$ cat src/rtl/mul_div_pkg.sv
// mul_div_pkg: shared funct codes, sequencer states and decode helper
package mul_div_pkg;

    localparam logic [5:0] FUNCT_MULT  = 6'b011000;
    localparam logic [5:0] FUNCT_MULTU = 6'b011001;
    localparam logic [5:0] FUNCT_DIV   = 6'b011010;
    localparam logic [5:0] FUNCT_DIVU  = 6'b011011;

    typedef enum logic [2:0] {IDLE, PREP, RUN, FIX, DONE} state_t;

    // The four multi-cycle functs share the 0110xx prefix.
    function automatic logic is_muldiv(input logic [5:0] funct);
        return funct[5:2] == 4'b0110;
    endfunction

endpackage

$ cat src/rtl/mul_div_seq_if.sv
// mul_div_seq_if: request/result bundle between decode and the mul/div sequencer
interface mul_div_seq_if #(parameter int WIDTH = 32);
    logic             start_i;
    logic [5:0]       funct_i;
    logic [WIDTH-1:0] src1_i;
    logic [WIDTH-1:0] src2_i;
    logic             busy_o;
    logic             done_o;
    logic             stall_o;
    logic             div_zero_o;
    logic [WIDTH-1:0] hi_o;
    logic [WIDTH-1:0] lo_o;

    modport slave (
        input  start_i, funct_i, src1_i, src2_i,
        output busy_o, done_o, stall_o, div_zero_o, hi_o, lo_o
    );

    modport master (
        output start_i, funct_i, src1_i, src2_i,
        input  busy_o, done_o, stall_o, div_zero_o, hi_o, lo_o
    );
endinterface

$ cat src/rtl/mul_div_step.sv
// mul_div_step: one iteration of shift-add multiply or restoring divide
module mul_div_step #(parameter int WIDTH = 32) (
    input  logic             div_i,
    input  logic [WIDTH-1:0] acc_hi_i,
    input  logic [WIDTH-1:0] acc_lo_i,
    input  logic [WIDTH-1:0] operand_i,
    output logic [WIDTH-1:0] acc_hi_o,
    output logic [WIDTH-1:0] acc_lo_o
);
    logic [WIDTH:0]   sum;
    logic [WIDTH:0]   rem_sh;
    logic [WIDTH-1:0] diff;
    logic             ge;

    // Multiply keeps the carry so the right shift never loses a product bit;
    // divide subtracts only when the shifted remainder covers the divisor, and
    // when it does the difference is below the divisor, so W bits suffice.
    always_comb begin
        sum      = {1'b0, acc_hi_i} + {1'b0, operand_i & {WIDTH{acc_lo_i[0]}}};
        rem_sh   = {acc_hi_i, acc_lo_i[WIDTH-1]};
        ge       = rem_sh >= {1'b0, operand_i};
        diff     = rem_sh[WIDTH-1:0] - operand_i;
        acc_hi_o = div_i ? (ge ? diff : rem_sh[WIDTH-1:0]) : sum[WIDTH:1];
        acc_lo_o = div_i ? {acc_lo_i[WIDTH-2:0], ge} : {sum[0], acc_lo_i[WIDTH-1:1]};
    end
endmodule

$ cat src/rtl/mul_div_seq.sv
// mul_div_seq: multi-cycle MULT/MULTU/DIV/DIVU sequencer holding results in HI/LO
module mul_div_seq
    import mul_div_pkg::*;
#(
    parameter int WIDTH = 32
) (
    input  logic          clk_i,
    input  logic          rst_i,
    mul_div_seq_if.slave  bus
);
    localparam int CW = $clog2(WIDTH);

    state_t           state_q, state_d;
    logic [1:0]       op_q, op_d;
    logic             sign1_q, sign1_d;
    logic             sign2_q, sign2_d;
    logic             dz_q, dz_d;
    logic [WIDTH-1:0] acc_hi_q, acc_hi_d;
    logic [WIDTH-1:0] acc_lo_q, acc_lo_d;
    logic [WIDTH-1:0] opnd_q, opnd_d;
    logic [CW-1:0]    cnt_q, cnt_d;
    logic [WIDTH-1:0] hi_q, hi_d;
    logic [WIDTH-1:0] lo_q, lo_d;
    logic             div_zero_q, div_zero_d;

    logic             is_div;
    logic             s1, s2;
    logic [WIDTH-1:0] mag1, mag2;
    logic [WIDTH-1:0] step_hi, step_lo;
    logic [2*WIDTH-1:0] prod_neg;
    logic [WIDTH-1:0] fix_hi, fix_lo;

    mul_div_step #(.WIDTH(WIDTH)) u_step (
        .div_i     (is_div),
        .acc_hi_i  (acc_hi_q),
        .acc_lo_i  (acc_lo_q),
        .operand_i (opnd_q),
        .acc_hi_o  (step_hi),
        .acc_lo_o  (step_lo)
    );

    // Sign/magnitude of the raw operands parked in acc_hi/acc_lo during PREP,
    // and the signed fix-up of the finished unsigned result during FIX.
    always_comb begin
        is_div   = op_q[1];
        s1       = ~op_q[0] & acc_hi_q[WIDTH-1];
        s2       = ~op_q[0] & acc_lo_q[WIDTH-1];
        mag1     = s1 ? -acc_hi_q : acc_hi_q;
        mag2     = s2 ? -acc_lo_q : acc_lo_q;
        prod_neg = -{acc_hi_q, acc_lo_q};
        fix_hi   = is_div ? (sign1_q ? -acc_hi_q : acc_hi_q)
                          : (sign1_q ^ sign2_q ? prod_neg[2*WIDTH-1:WIDTH] : acc_hi_q);
        fix_lo   = is_div ? (sign1_q ^ sign2_q ? -acc_lo_q : acc_lo_q)
                          : (sign1_q ^ sign2_q ? prod_neg[WIDTH-1:0] : acc_lo_q);
    end

    // Next-state and datapath control; HI/LO only move on the FIX->DONE edge.
    always_comb begin
        state_d    = state_q;
        op_d       = op_q;
        sign1_d    = sign1_q;
        sign2_d    = sign2_q;
        dz_d       = dz_q;
        acc_hi_d   = acc_hi_q;
        acc_lo_d   = acc_lo_q;
        opnd_d     = opnd_q;
        cnt_d      = cnt_q;
        hi_d       = hi_q;
        lo_d       = lo_q;
        div_zero_d = div_zero_q;
        case (state_q)
            IDLE: if (bus.start_i && is_muldiv(bus.funct_i)) begin
                state_d  = PREP;
                op_d     = bus.funct_i[1:0];
                acc_hi_d = bus.src1_i;
                acc_lo_d = bus.src2_i;
            end
            PREP: begin
                state_d  = RUN;
                sign1_d  = s1;
                sign2_d  = s2;
                dz_d     = is_div & ~|acc_lo_q;
                acc_hi_d = '0;
                acc_lo_d = is_div ? mag1 : mag2;
                opnd_d   = is_div ? mag2 : mag1;
                cnt_d    = CW'(WIDTH - 1);
            end
            RUN: begin
                acc_hi_d = step_hi;
                acc_lo_d = step_lo;
                cnt_d    = cnt_q - CW'(1);
                state_d  = cnt_q == '0 ? FIX : RUN;
            end
            FIX: begin
                state_d    = DONE;
                hi_d       = fix_hi;
                lo_d       = fix_lo;
                div_zero_d = dz_q;
            end
            DONE:    state_d = IDLE;
            default: state_d = IDLE;
        endcase
    end

    // State and work registers; reset aborts any operation in flight.
    always_ff @(posedge clk_i) begin
        if (rst_i) begin
            state_q    <= IDLE;
            op_q       <= '0;
            sign1_q    <= 1'b0;
            sign2_q    <= 1'b0;
            dz_q       <= 1'b0;
            acc_hi_q   <= '0;
            acc_lo_q   <= '0;
            opnd_q     <= '0;
            cnt_q      <= '0;
            hi_q       <= '0;
            lo_q       <= '0;
            div_zero_q <= 1'b0;
        end else begin
            state_q    <= state_d;
            op_q       <= op_d;
            sign1_q    <= sign1_d;
            sign2_q    <= sign2_d;
            dz_q       <= dz_d;
            acc_hi_q   <= acc_hi_d;
            acc_lo_q   <= acc_lo_d;
            opnd_q     <= opnd_d;
            cnt_q      <= cnt_d;
            hi_q       <= hi_d;
            lo_q       <= lo_d;
            div_zero_q <= div_zero_d;
        end
    end

    // Stall covers the request cycle too, so the pipeline freezes before PREP.
    always_comb begin
        bus.busy_o     = state_q != IDLE;
        bus.done_o     = state_q == DONE;
        bus.stall_o    = (bus.busy_o & ~bus.done_o) |
                         (state_q == IDLE & bus.start_i & is_muldiv(bus.funct_i));
        bus.div_zero_o = div_zero_q;
        bus.hi_o       = hi_q;
        bus.lo_o       = lo_q;
    end
endmodule

$ cat src/flat_wrapper.sv
// flat-port wrapper written by rule: the top's interface ports become plain ports
module mul_div_seq_flat import mul_div_pkg::*;
#(
    parameter int WIDTH = 32
)
  (clk_i, rst_i, bus_start_i, bus_funct_i, bus_src1_i, bus_src2_i, bus_busy_o, bus_done_o, bus_stall_o, bus_div_zero_o, bus_hi_o, bus_lo_o);
  mul_div_seq_if #(.WIDTH(WIDTH)) bus_i ();
  input  logic clk_i;
  input  logic rst_i;
  input wire logic [$bits(bus_i.start_i)-1:0] bus_start_i;
  input wire logic [$bits(bus_i.funct_i)-1:0] bus_funct_i;
  input wire logic [$bits(bus_i.src1_i)-1:0] bus_src1_i;
  input wire logic [$bits(bus_i.src2_i)-1:0] bus_src2_i;
  output wire logic [$bits(bus_i.busy_o)-1:0] bus_busy_o;
  output wire logic [$bits(bus_i.done_o)-1:0] bus_done_o;
  output wire logic [$bits(bus_i.stall_o)-1:0] bus_stall_o;
  output wire logic [$bits(bus_i.div_zero_o)-1:0] bus_div_zero_o;
  output wire logic [$bits(bus_i.hi_o)-1:0] bus_hi_o;
  output wire logic [$bits(bus_i.lo_o)-1:0] bus_lo_o;
  assign bus_i.start_i = bus_start_i;
  assign bus_i.funct_i = bus_funct_i;
  assign bus_i.src1_i = bus_src1_i;
  assign bus_i.src2_i = bus_src2_i;
  assign bus_busy_o = bus_i.busy_o;
  assign bus_done_o = bus_i.done_o;
  assign bus_stall_o = bus_i.stall_o;
  assign bus_div_zero_o = bus_i.div_zero_o;
  assign bus_hi_o = bus_i.hi_o;
  assign bus_lo_o = bus_i.lo_o;
  mul_div_seq #(.WIDTH(WIDTH)) u_core (.clk_i(clk_i), .rst_i(rst_i), .bus(bus_i));
endmodule
$ cat config.mk
export PLATFORM = sky130hd
export DESIGN_NAME = mul_div_seq_flat
export DESIGN_NICKNAME = d
export VERILOG_FILES = /design/src/rtl/mul_div_pkg.sv /design/src/rtl/mul_div_seq_if.sv /design/src/rtl/mul_div_step.sv /design/src/rtl/mul_div_seq.sv /design/src/flat_wrapper.sv
export SDC_FILE = /design/constraint.sdc
export NUM_CORES = 1
export LEC_CHECK = 0
export CORE_ASPECT_RATIO = 2
export CORE_MARGIN = 5
export CORE_UTILIZATION = 25
export CTS_CLUSTER_DIAMETER = 60
export DETAILED_ROUTE_END_ITERATION = 12
export GPL_ROUTABILITY_DRIVEN = 0
export GPL_TIMING_DRIVEN = 0
export PLACE_DENSITY = 0.44
export SYNTH_ARGS = -nofsm -noshare
export SYNTH_HDL_FRONTEND = slang
export SYNTH_SLANG_ARGS = --single-unit
$ cat constraint.sdc
create_clock -name clk_i -period 4.2 [get_ports clk_i]
set_clock_uncertainty 0.15 [all_clocks]
set_input_delay 0.84 -clock clk_i [delete_from_list [all_inputs] [get_ports clk_i]]
set_output_delay 0.84 -clock clk_i [all_outputs]
set_load 0.01 [all_outputs]
==> flow_metrics.py, run 1 <==
metrics = {
    "cts": {
        "cts_buffers": 17,
        "cts_root_buf": "clkbuf_16",
        "cts_tree": "done",
        "cts.sinks": 174,
        "ctsHoldBuffers": 0,
        "h-tree-depth": 4,
        "clock_latency_ns": 0.49,
        "clk_pin_slew_worst_paths_ns": 0.09,
        "cts_buffer_depth": 2,
    },
    "outcome": {
        "status": "completed",
    },
    "synthesis": {
        "synth-seq-cells": 174,
        "syn_area_sq_um": 14900,
        "synth_edf_count": 0,
        "synthTopCellsByArea": "dfxtp_1, nor2_1, a21oi_1, ha_1, nand2_1",
        "synth_top_area_share": 0.234,
        "async_flop_share": 0,
        "syn_nets": 2221,
        "yosys.area.top_type": "dfxtp_1",
        "synthFlopType": "dfxtp_1",
        "avgSynthCellArea_sq_um": 7.16,
        "yosysWarningCount": 0,
        "ys_types": 83,
        "synthCells": 2079,
        "seq_area_frac_synth": 0.234,
    },
    "sta": {
        "worstMarginPinSlew_ns": 1.37,
        "rsz0062_at_grt": "yes",
        "fin_crit_sh": 0.997,
        "post-route-min-period_ns": 4.19,
        "setup_viol": 0,
        "slew_violations": 0,
        "whs_ns": 0.304,
        "hold_viol": 0,
        "slew_headroom": 0.0880,
        "fmax_mhz": 239,
    },
    "detailed_routing": {
        "initialDrtViolationCount": 1442,
        "vias": 16900,
        "firstDrtPassIters": 5,
        "drt_wl_total_mm": 85.6,
        "ant_nets": 0,
        "route.detailed.drc": 0,
        "viasPerCell": 5.58,
        "wl_per_cell_um": 28.3,
    },
    "floorplanning": {
        "die_y_um": 355,
        "initial_core_util": 0.252,
        "core_sq_um": 59100,
        "io_pins": 141,
        "die_w_um": 183,
        "fp-row-count": 126,
        "die-area_sq_um": 64800,
    },
    "power": {
        "leakage_nw": 6.26,
        "power.share.clock": 0.291,
        "switchingPower_mw": 2.55,
        "sw_frac_of_total": 0.437,
        "p_per_area_nw_per_um2": 324,
        "power.share.sequential": 0.302,
        "pwr-share-comb": 0.407,
        "power.total_mw": 5.84,
        "power.internal_mw": 3.29,
        "peakVddDrop_uv": 234,
    },
    "worst_setup_path": {
        "crit_family": "compound AO/OA/AOI/OAI gates",
        "crit_fanout": 10,
        "worstSetupEndpointType": "flip-flop",
        "crit_top_cell": "nand4_1",
        "critPathBufInv": 2,
        "slowest_stage": "nor4_4",
        "cp-start-kind": "flip-flop",
        "crit_start": "u_core.acc_lo_q[31]$_SDFFE_PP0P_",
        "cp.required_ns": 4.45,
        "reg2reg_from": "u_core.acc_lo_q[31]$_SDFFE_PP0P_",
        "crit_arrival_ns": 4.44,
        "criticalPathCategory": "flip-flop to flip-flop",
        "cp_cell_sequence": "inv_1 -> ha_1 -> nand4_1 -> nor4_4 -> a41oi_1 -> o21a_1 -> nor2_2 -> buf_2 -> nand4_1 -> a311o_1 -> a211oi_1",
        "crit_path_max_incr_delay_ns": 0.53,
    },
    "grt": {
        "grt_pass1_wl_mm": 120,
        "grt_pass1_vias": 17200,
        "track_usage": 0.256,
        "antenna_found_initial": 1,
        "grt_max_degree": 20,
        "overflow": 0,
    },
    "final_layout": {
        "fin_cells": 3026,
        "final_common_cell": "nor2_1",
        "area_growth_pct": 21.0,
        "drive_gt1_frac": 0.0603,
        "nNetsFinal": 2383,
        "final_cell_mix": "nor2_1, nand2_1, a21oi_1, dfxtp_1, clkdlybuf4s50_1",
    },
    "place": {
        "hpwl_mm": 68.9,
        "dpl.cell_count": 2987,
        "io_buffers": 140,
    },
    "job": {
        "cap_violations": 0,
    },
    "hold_path": {
        "worstHoldStart": "u_core.dz_q$_SDFFE_PP0P_",
        "hold_class": "flip-flop to flip-flop",
    },
}
per-stage QoR:
step | setup WS, ns | area, sq um | setup TNS (ns) | utilization
after floorplan | 1.08 | 14900 | 0 | -
after global placement | -1.24 | 17300 | -37.49 | 0.292
after detailed placement | -1.26 | 17300 | -38.20 | 0.292
after CTS | 0.000429 | 18000 | 0 | 0.304
after global routing | -0.115 | 18000 | -0.115 | 0.305
final | 0.0119 | 18000 | 0 | 0.305
registers in the layout, indices dropped and copies added, names as in the netlist:
name,cells
u_core.sign1_q,1
u_core.opnd_q,32
u_core.bus.div_zero_o,1
u_core.sign2_q,1
u_core.dz_q,1
u_core.cnt_q,5
u_core.acc_hi_q,32
u_core.op_q,2
u_core.acc_lo_q,32
u_core.bus.hi_o,32
u_core.bus.lo_o,32
u_core.state_q,3
what timing repair did:
item,CTS,global route
resized for setup,22,19
setup buffers,2,2
pin swaps,4,3
setup endpoints to repair,60,36
per-layer routing:
layer	track usage	part of all wire	up-vias
met3	0.0397	0.053	365
li1	-	-	7752
met1	0.245	0.33	7927
met2	0.462	0.50	847
met4	0.231	0.11	2
met5	0	0.00011	-
worst paths after layout:
path / end / slack (ns) / cells after the start
setup reg to reg: u_core.acc_hi_q[3]$_SDFFE_PP0P_ / 0.01 / 11
hold / removal: u_core.bus.div_zero_o$_SDFFE_PP0P_ / 0.30 / 2
hold reg to reg: u_core.bus.div_zero_o$_SDFFE_PP0P_ / 0.30 / 2
setup / recovery: u_core.acc_hi_q[3]$_SDFFE_PP0P_ / 0.01 / 11
synthesized netlist by cell type, types with 4 or more instances:
| cell | count |
|---|---|
| a211o_1 | 4 |
| a211oi_1 | 92 |
| a21o_1 | 16 |
| a21oi_1 | 201 |
| a221oi_1 | 29 |
| a311o_1 | 5 |
| a311oi_1 | 17 |
| a31oi_1 | 18 |
| and2_1 | 15 |
| and3_1 | 15 |
| buf_1 | 16 |
| buf_2 | 16 |
| clkbuf_1 | 141 |
| dfxtp_1 | 174 |
| ha_1 | 67 |
| inv_1 | 63 |
| mux2_2 | 17 |
| mux2i_1 | 51 |
| nand2_1 | 223 |
| nand2b_1 | 11 |
| nand3_1 | 36 |
| nand4_1 | 16 |
| nor2_1 | 290 |
| nor2b_1 | 6 |
| nor3_1 | 45 |
| nor3_2 | 4 |
| nor3b_1 | 6 |
| nor4_1 | 19 |
| o211ai_1 | 33 |
| o21a_1 | 16 |
| o21ai_0 | 109 |
| o21bai_1 | 9 |
| o221ai_1 | 5 |
| o22ai_1 | 13 |
| o31ai_1 | 10 |
| o41ai_1 | 4 |
| or2_2 | 8 |
| or3_1 | 18 |
| or4_1 | 5 |
| xnor2_1 | 87 |
| xor2_1 | 78 |
logic make-up (layout without fill, tap and decap cells):
logic type               after synthesis  in the layout  share of synthesized area
AND/OR/NAND/NOR                      748            748                      0.232
AO/OA/AOI/OAI                        612            612                      0.266
buffers and inverters                242            417                     0.0641
flip-flops                           174            174                      0.234
XOR/XNOR                             166            166                     0.0981
adder cells (fa/ha/maj)               69             69                     0.0590
multiplexers                          68             68                     0.0471
other                                  0              4                          0
power by group through the flow:
stage	sequential (mW)	combinational [mW]	clock (mW)
6_report	1.76	2.38	1.70
5_1_grt	1.77	2.49	1.76
4_1_cts	1.76	2.30	1.71
3_5_place_dp	1.80	2.27	0
3_3_place_gp	1.80	2.26	0
2_1_floorplan	1.77	1.46	0
worst register-to-register path, cell delays in order (launching register included):
cell	delay, ns
dfxtp_2	0.52
inv_1	0.16
ha_1	0.39
nand4_1	0.17
nor4_4	0.53
a41oi_1	0.40
o21a_1	0.40
nor2_2	0.25
buf_2	0.35
nand4_1	0.16
a311o_1	0.39
a211oi_1	0.24
layout make-up:
| type | count | area, sq um |
|---|---|---|
| clock inverters | 15 | 169 |
| plain buffers | 176 | 717 |
| multi-input cells | 1663 | 10600 |
| diodes | 4 | 10.0 |
| fillers | 6546 | 41100 |
| well taps | 768 | 961 |
| repair buffers | 144 | 1430 |
| inverters | 65 | 246 |
| flip-flops and latches | 174 | 3490 |
| clock buffers | 17 | 425 |
Power figures use the tool's default switching activity.
==> inputs of run 2 (changes only) <==
--- a/config.mk
+++ b/config.mk
@@ -6,7 +6,7 @@
 export NUM_CORES = 1
 export LEC_CHECK = 0
 export CORE_ASPECT_RATIO = 2
-export CORE_MARGIN = 5
+export CORE_MARGIN = 8
 export CORE_UTILIZATION = 25
 export CTS_CLUSTER_DIAMETER = 60
 export DETAILED_ROUTE_END_ITERATION = 12
==> flow_metrics.py, run 2 (same netlist as run 1, synthesis figures left out) <==
metrics = {
    "final_layout": {
        "final_cell_area_sq_um": 18000,
        "drive_gt1_frac": 0.0616,
        "final_common_cell": "nor2_1",
        "final_core_util": 0.306,
        "nNetsFinal": 2384,
        "fin_cells": 3024,
        "final_cell_mix": "nor2_1, nand2_1, a21oi_1, dfxtp_1, clkdlybuf4s50_1",
        "area_growth_pct": 21.0,
    },
    "cts": {
        "h-tree-depth": 4,
        "cts_buffer_depth": 2,
        "clk_pin_slew_worst_paths_ns": 0.09,
        "cts_root_buf": "clkbuf_16",
        "cts_buffers": 17,
        "cts.sinks": 174,
        "ctsHoldBuffers": 0,
        "clock_latency_ns": 0.49,
        "cts_tree": "done",
    },
    "detailed_routing": {
        "vias": 16900,
        "firstDrtPassIters": 5,
        "wl_per_cell_um": 28.8,
        "route.detailed.drc": 0,
        "drt_wl_total_mm": 87.0,
        "initialDrtViolationCount": 1345,
        "viasPerCell": 5.60,
        "ant_nets": 0,
    },
    "sta": {
        "slew_violations": 0,
        "worstMarginPinSlew_ns": 1.42,
        "hold_viol": 0,
        "slew_headroom": 0.0487,
        "fin_setup_tns_ns": -0.00118,
        "fin_crit_sh": 1.00,
        "post-route-min-period_ns": 4.20,
        "setup_viol": 1,
        "whs_ns": 0.308,
        "worst_slack_ns": -0.00118,
        "fmax_mhz": 238,
    },
    "hold_path": {
        "hold_class": "flip-flop to flip-flop",
        "min_to": "u_core.bus.hi_o[21]$_SDFFE_PP0P_",
        "worstHoldStart": "u_core.bus.hi_o[21]$_SDFFE_PP0P_",
        "whs_path_depth": 2,
    },
    "grt": {
        "grt_pass1_wl_mm": 123,
        "overflow": 0,
        "grt_max_degree": 20,
        "track_usage": 0.250,
        "antenna_found_initial": 2,
        "grt_pass1_vias": 16900,
    },
    "place": {
        "hpwl_mm": 69.4,
        "placed_cell_area_sq_um": 17300,
        "io_buffers": 140,
        "dpl.cell_count": 2987,
        "dp_slack_ns": -1.19,
    },
    "power": {
        "p_per_area_nw_per_um2": 326,
        "power.total_mw": 5.87,
        "leakage_nw": 6.24,
        "peakVddDrop_uv": 243,
    },
    "worst_setup_path": {
        "criticalPathCategory": "flip-flop to flip-flop",
        "cp.required_ns": 4.41,
        "r2r_slack_ns": -0.001,
        "crit_arrival_ns": 4.41,
        "crit_fanout": 10,
        "worstSetupEndpointType": "flip-flop",
        "r2r_cells": 11,
        "reg2reg_to": "u_core.acc_hi_q[28]$_SDFFE_PP0P_",
        "cp-start-kind": "flip-flop",
        "reg2reg_from": "u_core.acc_hi_q[2]$_SDFFE_PP0P_",
    },
    "floorplanning": {
        "die_y_um": 361,
        "core_sq_um": 59000,
        "fp-row-count": 126,
        "die_w_um": 189,
        "die-area_sq_um": 68100,
        "initial_core_util": 0.253,
        "io_pins": 141,
    },
    "outcome": {
        "violations": "negative setup slack",
        "status": "finished, violations left",
    },
    "job": {
        "cap_violations": 0,
    },
}
-- run 2: final cells by class --
| cell class | count | area (sq um) |
|---|---|---|
| antenna | 1 | 2.50 |
| buffer | 177 | 718 |
| clock buffer | 17 | 425 |
| clock inverter | 15 | 165 |
| fill | 6568 | 40900 |
| inverter | 65 | 246 |
| multi-input combinational | 1663 | 10600 |
| sequential | 174 | 3490 |
| tap | 768 | 961 |
| timing repair buffer | 144 | 1430 |
-- run 2: power breakdown --
part           leakage [nW]  switching [mW]  internal, mW
clock network         0.283           0.906         0.805
registers              1.41          0.0672          1.70
logic                  4.55            1.60         0.796
total                  6.24            2.58          3.30
-- run 2: what timing repair did --
item                       in CTS  in global routing
hold endpoints to repair        0                  0
setup buffers                   3                  1
cloned                          0                  0
setup endpoints to repair      63                 45
gates resized for setup        21                 16
pin swaps                       4                  4
-- run 2: layer usage --
| layer | up-vias | GRT usage | share of wire |
|---|---|---|---|
| li1 | 7734 | - | - |
| met1 | 8014 | 0.242 | 0.33 |
| met2 | 811 | 0.443 | 0.50 |
| met3 | 381 | 0.0423 | 0.057 |
| met4 | 0 | 0.235 | 0.11 |
| met5 | - | 0 | 0 |
-- run 2: critical path, cell delays in order (launching register included) --
cell      delay (ns)
dfxtp_1         0.63
ha_1            0.40
a21oi_1         0.30
nor2b_1         0.13
nor3_2          0.54
nor3_2          0.18
nor3_4          0.51
or2_1           0.17
buf_2           0.17
buf_2           0.33
a31oi_1         0.14
a311oi_1        0.38
-- run 2: how the worst max path moves through the flow --
stage | start | to | slack (ns) | depth (start not counted)
detailed placement | u_core.acc_lo_q[0]$_SDFFE_PP0P_ | u_core.acc_hi_q[22]$_SDFFE_PP0P_ | -1.19 | 13
global placement | u_core.acc_lo_q[0]$_SDFFE_PP0P_ | u_core.acc_hi_q[22]$_SDFFE_PP0P_ | -1.23 | 13
floorplan | u_core.acc_lo_q[0]$_SDFFE_PP0P_ | u_core.acc_hi_q[30]$_SDFFE_PP0P_ | 1.08 | 14
global route | u_core.acc_hi_q[1]$_SDFFE_PP0P_ | u_core.acc_lo_q[12]$_SDFFE_PP0P_ | -0.01 | 11
CTS | u_core.acc_lo_q[0]$_SDFFE_PP0P_ | u_core.bus.hi_o[12]$_SDFFE_PP0P_ | 0.005 | 12
finish | u_core.acc_hi_q[2]$_SDFFE_PP0P_ | u_core.acc_hi_q[28]$_SDFFE_PP0P_ | -0.001 | 11
==> inputs of run 3 (changes only) <==
--- a/config.mk
+++ b/config.mk
@@ -12,7 +12,6 @@
 export DETAILED_ROUTE_END_ITERATION = 12
 export GPL_ROUTABILITY_DRIVEN = 0
 export GPL_TIMING_DRIVEN = 0
-export PLACE_DENSITY = 0.44
 export SYNTH_ARGS = -nofsm -noshare
 export SYNTH_HDL_FRONTEND = slang
 export SYNTH_SLANG_ARGS = --single-unit
==> flow_metrics.py, run 3 (same netlist as run 1, synthesis figures left out) <==
metrics = {
    "cts": {
        "cts.sinks": 174,
        "cts_buffer_depth": 3,
        "clk_pin_slew_worst_paths_ns": 0.07,
        "cts_root_buf": "clkbuf_16",
        "clock_latency_ns": 0.52,
        "h-tree-depth": 4,
        "cts_tree": "done",
        "cts_buffers": 25,
    },
    "grt": {
        "track_usage": 0.249,
        "grt_pass1_wl_mm": 123,
        "grt_max_degree": 17,
        "grt_pass1_vias": 17400,
        "antenna_found_initial": 7,
        "overflow": 0,
    },
    "sta": {
        "fin_crit_sh": 1.01,
        "slew_violations": 0,
        "fmax_mhz": 237,
        "worst_slack_ns": -0.0210,
        "fin_setup_tns_ns": -0.0210,
        "slew_headroom": 0.0728,
        "setup_viol": 1,
        "worstMarginPinSlew_ns": 1.39,
        "post-route-min-period_ns": 4.22,
        "hold_viol": 0,
        "rsz0062_at_grt": "no",
    },
    "worst_setup_path": {
        "crit_top_cell": "clkbuf_1",
        "reg2reg_to": "u_core.bus.hi_o[1]$_SDFFE_PP0P_",
        "critPathBufInv": 4,
        "worstSetupEndpointType": "flip-flop",
        "criticalPathCategory": "flip-flop to flip-flop",
        "reg2reg_from": "u_core.op_q[1]$_SDFFE_PP0P_",
        "r2r_slack_ns": -0.02,
        "crit_family": "buffers and inverters",
        "cp.required_ns": 4.50,
        "slowest_stage": "clkbuf_1",
        "r2r_cells": 6,
        "cp-start-kind": "flip-flop",
        "cp_cell_sequence": "clkbuf_1 -> buf_1 -> clkbuf_1 -> clkbuf_1 -> o211ai_1 -> a21oi_1",
        "crit_arrival_ns": 4.52,
        "crit_fanout": 10,
        "crit_path_max_incr_delay_ns": 0.92,
    },
    "floorplanning": {
        "die_w_um": 189,
        "initial_core_util": 0.253,
        "core_sq_um": 59000,
        "die-area_sq_um": 68100,
        "io_pins": 141,
        "die_y_um": 361,
        "fp-row-count": 126,
    },
    "detailed_routing": {
        "met1_length_mm": 27.5,
        "vias": 17300,
        "firstDrtPassIters": 6,
        "ant_nets": 0,
        "wl_per_cell_um": 28.8,
        "drt_wl_total_mm": 86.9,
        "highest_layer": "met5",
        "initialDrtViolationCount": 1735,
        "route.detailed.drc": 0,
        "viasPerCell": 5.72,
        "met3_length_mm": 7.49,
        "dr_wl_met2_mm": 41.8,
    },
    "power": {
        "switchingPower_mw": 2.47,
        "pwr-share-comb": 0.399,
        "peakVddDrop_uv": 245,
        "leakage_nw": 6.30,
        "power.share.clock": 0.311,
        "sw_frac_of_total": 0.406,
        "power.share.sequential": 0.290,
        "p_per_area_nw_per_um2": 336,
        "power.internal_mw": 3.62,
    },
    "job": {
        "cap_violations": 0,
    },
    "place": {
        "hpwl_mm": 66.2,
        "dpl.cell_count": 2987,
        "io_buffers": 140,
    },
    "hold_path": {
        "hold_class": "flip-flop to flip-flop",
        "worstHoldStart": "u_core.opnd_q[5]$_SDFFE_PP0P_",
        "whs_path_depth": 2,
        "min_to": "u_core.opnd_q[5]$_SDFFE_PP0P_",
    },
    "final_layout": {
        "fin_cells": 3023,
        "nNetsFinal": 2390,
        "area_growth_pct": 21.8,
        "final_cell_mix": "nor2_1, nand2_1, a21oi_1, dfxtp_1, clkdlybuf4s50_1",
        "drive_gt1_frac": 0.0599,
        "nFillCells": 6497,
        "final_common_cell": "nor2_1",
    },
    "outcome": {
        "violations": "negative setup slack",
        "status": "finished, violations left",
    },
}
[run 3: power by group through the flow]
stage               registers, mW  clock network (mW)  logic [mW]
floorplan                    1.77                   0        1.46
global placement             1.79                   0        2.23
detailed placement           1.79                   0        2.23
CTS                          1.76                1.89        2.26
global route                 1.77                1.95        2.56
finish                       1.76                1.90        2.43
[run 3: worst register-to-register path, delay by kind of cell, from the launching register on]
| kind | cells | cell delay [ns] |
|---|---|---|
| compound gates | 2 | 0.81 |
| buf+inv | 4 | 2.88 |
| flops | 1 | 0.31 |
[run 3: what timing repair did]
item	in CTS	in global routing
setup endpoints to repair	50	49
hold buffers	0	0
gates resized for setup	17	36
buffers inserted	2	0
pin swaps	1	2
[run 3: through the flow]
| stage | power [mW] | hold slack (ns) | instance area, sq um | setup slack [ns] | util |
|---|---|---|---|---|---|
| 2_1_floorplan | 3.22 | 0.282 | 14900 | 1.08 | - |
| 3_3_place_gp | 4.02 | 0.289 | 17300 | -1.12 | 0.293 |
| 3_5_place_dp | 4.03 | 0.296 | 17300 | -1.11 | 0.293 |
| 4_1_cts | 5.91 | 0.305 | 18000 | 0.0499 | 0.305 |
| 5_1_grt | 6.28 | 0.328 | 18100 | 0.0368 | 0.307 |
| 6_report | 6.09 | 0.307 | 18100 | -0.0210 | 0.308 |
[run 3: metal layers]
| metal | track usage | up-vias |
|---|---|---|
| met2 | 0.427 | 1094 |
| met3 | 0.0700 | 457 |
| met4 | 0.242 | 6 |
| met1 | 0.233 | 7968 |
| met5 | 0 | - |
| li1 | - | 7752 |
[run 3: area by class of cell]
| class | instances | area (sq um) | share of cell area |
|---|---|---|---|
| plain buffers | 177 | 738 | 0.0407 |
| well taps | 768 | 961 | 0.0530 |
| multi-input cells | 1663 | 10600 | 0.584 |
| repair buffers | 142 | 1420 | 0.0781 |
| clock inverters | 1 | 7.51 | 0.000414 |
| inverters | 65 | 246 | 0.0136 |
| flip-flops and latches | 174 | 3490 | 0.193 |
| clock buffers | 31 | 678 | 0.0374 |
| diodes | 2 | 5.00 | 0.000276 |
[run 3: worst max path at each step]
stage	startpoint	end	slack [ns]	cells after the start
after floorplan	u_core.acc_lo_q[0]$_SDFFE_PP0P_	u_core.acc_hi_q[30]$_SDFFE_PP0P_	1.08	14
after global placement	u_core.acc_lo_q[0]$_SDFFE_PP0P_	u_core.acc_hi_q[22]$_SDFFE_PP0P_	-1.12	13
after detailed placement	u_core.acc_lo_q[0]$_SDFFE_PP0P_	u_core.acc_hi_q[22]$_SDFFE_PP0P_	-1.11	13
after CTS	u_core.acc_lo_q[0]$_SDFFE_PP0P_	u_core.acc_hi_q[24]$_SDFFE_PP0P_	0.05	13
after global routing	u_core.acc_lo_q[0]$_SDFFE_PP0P_	u_core.bus.hi_o[16]$_SDFFE_PP0P_	0.04	12
final	u_core.op_q[1]$_SDFFE_PP0P_	u_core.bus.hi_o[1]$_SDFFE_PP0P_	-0.02	6
